[src/rtl/pipelined_segmented_adder.sv]
// Pipelined segmented adder: one SW-bit ripple per stage, valid/ready stall chain.
// Optional ADDER_SIGNED_OVF_EN adds a registered two's-complement ovf output.
module pipelined_segmented_adder #(
  parameter int WIDTH  = 16,
  parameter int STAGES = 4
) (
  input  logic             clk,
  input  logic             rst_n,
  input  logic             in_valid,
  output logic             in_ready,
  input  logic [WIDTH-1:0] a,
  input  logic [WIDTH-1:0] b,
  input  logic             cin,
  output logic             out_valid,
  input  logic             out_ready,
  output logic [WIDTH-1:0] sum,
  output logic             cout
`ifdef ADDER_SIGNED_OVF_EN
  ,
  output logic             ovf
`endif
);

  localparam int SW = WIDTH / STAGES;

  logic [STAGES-1:0] v;
  logic [STAGES-1:0] c;
  logic [STAGES-1:0] en;
  logic [STAGES-1:0] vin;
  logic [STAGES-1:0] cs;
  logic [STAGES-1:0] nc;
  logic [WIDTH-1:0]  r  [STAGES];
  logic [WIDTH-1:0]  ra [STAGES];
  logic [WIDTH-1:0]  rb [STAGES];
  logic [WIDTH-1:0]  sa [STAGES];
  logic [WIDTH-1:0]  sb [STAGES];
  logic [WIDTH-1:0]  sr [STAGES];
  logic [WIDTH-1:0]  nr [STAGES];
`ifdef ADDER_SIGNED_OVF_EN
  logic              msb_c;
`endif

  // Stage inputs: stage 0 takes the ports, later stages the previous registers.
  always_comb begin
    vin[0] = in_valid;
    sa[0]  = a;
    sb[0]  = b;
    cs[0]  = cin;
    sr[0]  = '0;
    for (int k = 1; k < STAGES; k++) begin
      vin[k] = v[k-1];
      sa[k]  = ra[k-1];
      sb[k]  = rb[k-1];
      cs[k]  = c[k-1];
      sr[k]  = r[k-1];
    end
  end

  // Load enables ripple back from out_ready; a stage moves if empty or draining.
  always_comb begin
    logic e;
    e = out_ready;
    for (int k = STAGES - 1; k >= 0; k--) begin
      e     = !v[k] || e;
      en[k] = e;
    end
  end

  assign in_ready = en[0];

  // Each stage ripples its own SW-bit segment through full-adder cells.
  always_comb begin
    logic cy;
    logic x;
    logic y;
`ifdef ADDER_SIGNED_OVF_EN
    msb_c = 1'b0;
`endif
    for (int k = 0; k < STAGES; k++) begin
      cy    = cs[k];
      nr[k] = sr[k];
      for (int i = 0; i < SW; i++) begin
        x = sa[k][k*SW+i];
        y = sb[k][k*SW+i];
        nr[k][k*SW+i] = x ^ y ^ cy;
`ifdef ADDER_SIGNED_OVF_EN
        if (k * SW + i == WIDTH - 1) msb_c = cy;
`endif
        cy = (x & y) | (cy & (x ^ y));
      end
      nc[k] = cy;
    end
  end

  // Pipeline registers; data loads only alongside a valid token.
  always_ff @(posedge clk) begin
    if (!rst_n) begin
      v <= '0;
      c <= '0;
      for (int k = 0; k < STAGES; k++) begin
        r[k]  <= '0;
        ra[k] <= '0;
        rb[k] <= '0;
      end
    end else begin
      for (int k = 0; k < STAGES; k++) begin
        if (en[k]) begin
          v[k] <= vin[k];
          if (vin[k]) begin
            r[k]  <= nr[k];
            c[k]  <= nc[k];
            ra[k] <= sa[k];
            rb[k] <= sb[k];
          end
        end
      end
    end
  end

`ifdef ADDER_SIGNED_OVF_EN
  // Signed overflow travels with the last-stage result.
  always_ff @(posedge clk) begin
    if (!rst_n) begin
      ovf <= 1'b0;
    end else if (en[STAGES-1] && vin[STAGES-1]) begin
      ovf <= msb_c ^ nc[STAGES-1];
    end
  end
`endif

  assign out_valid = v[STAGES-1];
  assign sum       = r[STAGES-1];
  assign cout      = c[STAGES-1];

endmodule

[config.mk]
export PLATFORM = sky130hd
export DESIGN_NAME = pipelined_segmented_adder
export DESIGN_NICKNAME = d
export VERILOG_FILES = /design/src/rtl/pipelined_segmented_adder.sv
export SDC_FILE = /design/constraint.sdc
export NUM_CORES = 1
export LEC_CHECK = 0
export CORE_ASPECT_RATIO = 0.75
export CORE_MARGIN = 3
export CORE_UTILIZATION = 40
export CTS_CLUSTER_DIAMETER = 80
export CTS_CLUSTER_SIZE = 25
export DETAILED_ROUTE_END_ITERATION = 16
export PLACE_DENSITY = 0.57
export SYNTH_ARGS = -nofsm -noshare
export SYNTH_HDL_FRONTEND = slang
export SYNTH_SLANG_ARGS = --single-unit
[constraint.sdc]
create_clock -name clk -period 4.39 [get_ports clk]
set_input_delay 1.0975 -clock clk [delete_from_list [all_inputs] [get_ports clk]]
set_output_delay 1.0975 -clock clk [all_outputs]
set_load 0.02 [all_outputs]
Word level (Yosys, flattened, before mapping):

Memory sizes are Yosys's and may differ from the RTL's.
Cells that the tools add are included.

* word-level logic and storage cells: 144
* memories kept: 3
* flip-flop bits (word level): 8
* RAM bits: 192

Memories
* r: words 4, bits a word 16, read ports 4, clocked after memory_dff 0, wr ports 4, line 32 `logic [WIDTH-1:0] r [STAGES];`
* ra: words 4, bits a word 16, read ports 3, clocked after memory_dff 0, wr ports 4, line 33 `logic [WIDTH-1:0] ra [STAGES];`
* rb: words 4, bits a word 16, read ports 3, clocked after memory_dff 0, wr ports 4, line 34 `logic [WIDTH-1:0] rb [STAGES];`

* bitwise logic cells: 92
* muxes and demuxes: 29
* reductions and logical operators: 12

Operators by type and width (count)
* $mux W16: 12
* $and A1 B1 Y1: 32
* $xor A1 B1 Y1: 32
* $or A1 B1 Y1: 28
* $mux W1: 17
* $reduce_and A2 Y1: 4
* $logic_not A1 Y1: 4
* $logic_or A1 B1 Y1: 4

Longest topological paths before layout:

Gate-level depths: netlist (run 1).
An unclocked memory read counts as a cell.

* word-level depth: 10
* gate-level depth with buffers: 9

Least setup slack after synthesis (run 1):

Ideal clock, no wire load.

* kind: input -> register
* start: in out_ready
* end: mem r[0][0], enable pin
* buffers on the path: 0
* slack: 0.352 ns
* stages on the path: 3
* required time: 3.938 ns
* arrival time: 3.586 ns
* path through: and4b_2 > and2_2 > o21ai_0

RTL lines
* start: declaration: line 15 `input logic out_ready,`
* end: declaration: line 32

Worst setup path after layout (run 1):

* start: in out_ready
* end: out in_ready

* longest elaborated chain between the ends: 4

Ends and longest elaborated chain
* $logic_or A1 B1 Y1 (4 in a row): line 64 `e = !v[k] || e;`
* end: declaration: line 10 `output logic in_ready,`

Every way passes these cells.

==> flow_summary.ini, run 1 <==
[outcome]
outcome = complete, no violations

[synth]
synth_area_um2 = 4100
synth-async-reset-ratio_pct = 0
avgSynthCellArea_um2 = 15.0
synth_mux_area_share_pct = 0
synthSimpleGateAreaFrac_pct = 16.4
synth-seq-area-share_pct = 68.4
synth-adder-area-share_pct = 7.82
ys_ff_latch = 96
synth_top_area_share_pct = 64.5
synth_most_common_cell = edfxtp_1
ys_top_cells_by_area = edfxtp_1 (64%), and2_1 (11%), fa_1 (7.8%)
postSynthCellCount = 273
syn_nets = 326
synth_area_leader_cell = edfxtp_1
synth_top_family_by_area = simple AND/OR/NAND/NOR gates
synth_edf_count = 88
synth-compound-area-share_pct = 2.29
synthXorXnorAreaFrac_pct = 0
synthTopCellsByCount = edfxtp_1 (88), and2_1 (70), inv_1 (34)
synth.distinct_cells = 26
yosysWarnings = 0
synth_top_flop_cell = edfxtp_1

[global_route]
use_met2_pct = 15.5
grt_pass1_wl_um = 9020
grt_pass1_vias = 1849
grt_overflow = 0
grt_max_degree = 27
met1_usage_pct = 14.1
busiest_layer = met2
use_met3_pct = 3.49
track_usage_pct = 10.6
antenna_found_initial = 0

[worst_setup_path]
worst_r2r_path_depth = 8
critPathArrivalTime_ps = 2850
critical_path_class = in -> out
cp-end-kind = output pin
path_buf_inv = 3
cp_max_fo = 5
path_common_cell = clkdlybuf4s50_1
cp.required_ps = 3290
cp_cell_sequence = clkdlybuf4s50_1, and4b_2, and2_2, inv_1, clkdlybuf4s50_1
cp_slowest_stage_delay_ps = 610
cp.depth = 5
start_kind = input port
critPathTopFamily = buffers and inverters
cpMaxStageDelayCell = clkdlybuf4s50_1

[sta]
clock.fmax_ghz = 0.253
tightest_slew_ps = 974
fin_crit_ps = 3950
hold_viol = 0
tns_ps = 0
relSlewSlack_pct = 34.9
rsz0062_at_grt = no
slew_viol_final = 0
skew_ps = 7.34
setup_viol = 0
post-route-period-util_pct = 89.9

[worst_hold_path]
hold_path_class = reg -> reg
min_path_cells = 1

[clock_network]
ctsResizeCount = 0
clkLatencyLatePin_ps = 330
ctsHtreeMaxLevel = 3
tritoncts = yes
clk_pin_slew_worst_paths_ps = 60
postCtsHoldBufs = 0
clock_sinks = 96
post_cts_buffers = 0
clock_path_buffers = 2
root_buffer = clkbuf_16
cts_made_buffers = 9

[drt]
ant_nets = 0
wl_um = 5670
post_drt_wl_per_cell_um = 12.1
viasPerCell = 4.24
detail_route.first_pass.iterations = 4
drt_iter0_markers = 63
vias = 1982
drc = 0

[floorplan]
die_width_um = 123
dieHeight_um = 93.7
start_util_pct = 41.8
die-area_um2 = 11500
core_area_um2 = 9810
row_count = 31
ios = 56

[final_layout]
antenna_cells = 0
area_growth_pct = 22.5
final_area_um2 = 5020
multi_input_area_um2 = 1090
nets = 384
drive_gt1_share_pct = 10.1
fillers = 856
regArea_um2 = 2800

[power]
pwr_density_cell_nw_per_um2 = 382
p_leak_nw = 1.92
peakVddDrop_mv = 0.162

[placed_design]
io_buffer_count = 55
placed_cell_area_um2 = 4740
dp_hpwl_um = 4120
gp_congestion = 0.691

[job]
max-cap-violations = 0
[flip-flops by register name, summed over array words and instances, names as in the netlist]
| register | flops |
|---|---|
| r | 40 |
| c | 4 |
| v | 4 |
| rb | 24 |
| ra | 24 |
[power by group]
part / switching [mW] / internal (mW) / total (mW)
Clock: 0.315 / 0.386 / 0.700
Sequential: 0.0161 / 1.06 / 1.07
Combinational: 0.0733 / 0.0728 / 0.146
[cells in the final DEF, fill, tap and decap left out]
master	instances
nor2_1	4
nand2b_1	1
a21oi_1	7
dfxtp_1	8
and2_2	1
nand3_1	1
and3_4	2
and4b_2	1
and2_1	70
nor3_1	6
clkbuf_1	1
fa_1	16
a311oi_1	2
clkdlybuf4s50_1	55
clkbuf_16	9
buf_4	1
edfxtp_1	88
nand3b_2	1
and2_4	10
inv_1	34
inv_6	1
clkinv_4	2
clkinvlp_4	2
nand4b_1	1
and3_2	1
nand2_1	6
clkinv_1	1
o221a_2	1
a21oi_4	1
o21ai_2	1
o2bb2ai_1	1
[metrics by stage]
stage | std cells | setup WS, ps | power (mW) | hold slack, ps | util [%]
global route | 468 | 396 | 2.00 | 505 | 51.1
detailed placement | 452 | 474 | 1.24 | 475 | 48.3
floorplan | 273 | 352 | 1.17 | 486 | -
CTS | 468 | 450 | 1.94 | 486 | 51.1
global placement | 452 | 467 | 1.24 | 468 | 48.3
finish | 468 | 442 | 1.92 | 486 | 51.1
[worst register-to-register path, stage by stage (launching register included)]
cell,delay (ps)
edfxtp_1,360
inv_1,80
fa_1,150
inv_1,50
fa_1,450
fa_1,420
inv_1,80
fa_1,400
nor3_1,210
[kinds of logic after synthesis]
group	Yosys count
AND/OR/NAND/NOR	105
flip-flops	96
buffers and inverters	43
adder cells (fa/ha/maj)	16
AO/OA/AOI/OAI	13
[final timing paths]
check,to,slack (ps),startpoint
max reg2reg,r[1][7],2010,rb[0][4]
min,c[3],490,c[3]
max,in_ready,440,out_ready
min reg2reg,c[3],490,c[3]
[layer usage]
metal / part of all wire [%] / up-vias
li1: - / 1030
met1: 48 / 887
met2: 44 / 54
met3: 6.2 / 11
met4: 2.0 / 0
met5: 0 / -
[final cells by class]
| cell class | count | area share [%] |
|---|---|---|
| clock buffers | 10 | 4.56 |
| inverters | 34 | 2.54 |
| clock inverters | 6 | 0.898 |
| flip-flops and latches | 96 | 55.8 |
| repair buffers | 56 | 11.1 |
| multi-input cells | 134 | 21.7 |
| well taps | 132 | 3.29 |
No activity file was read; power rests on OpenSTA's default activity.
==> run 2: changes to the inputs <==
CAP_MARGIN = 10   (was unset)
==> results of run 2 <==
Final layout, timing and power as in run 1 (identical DEF).
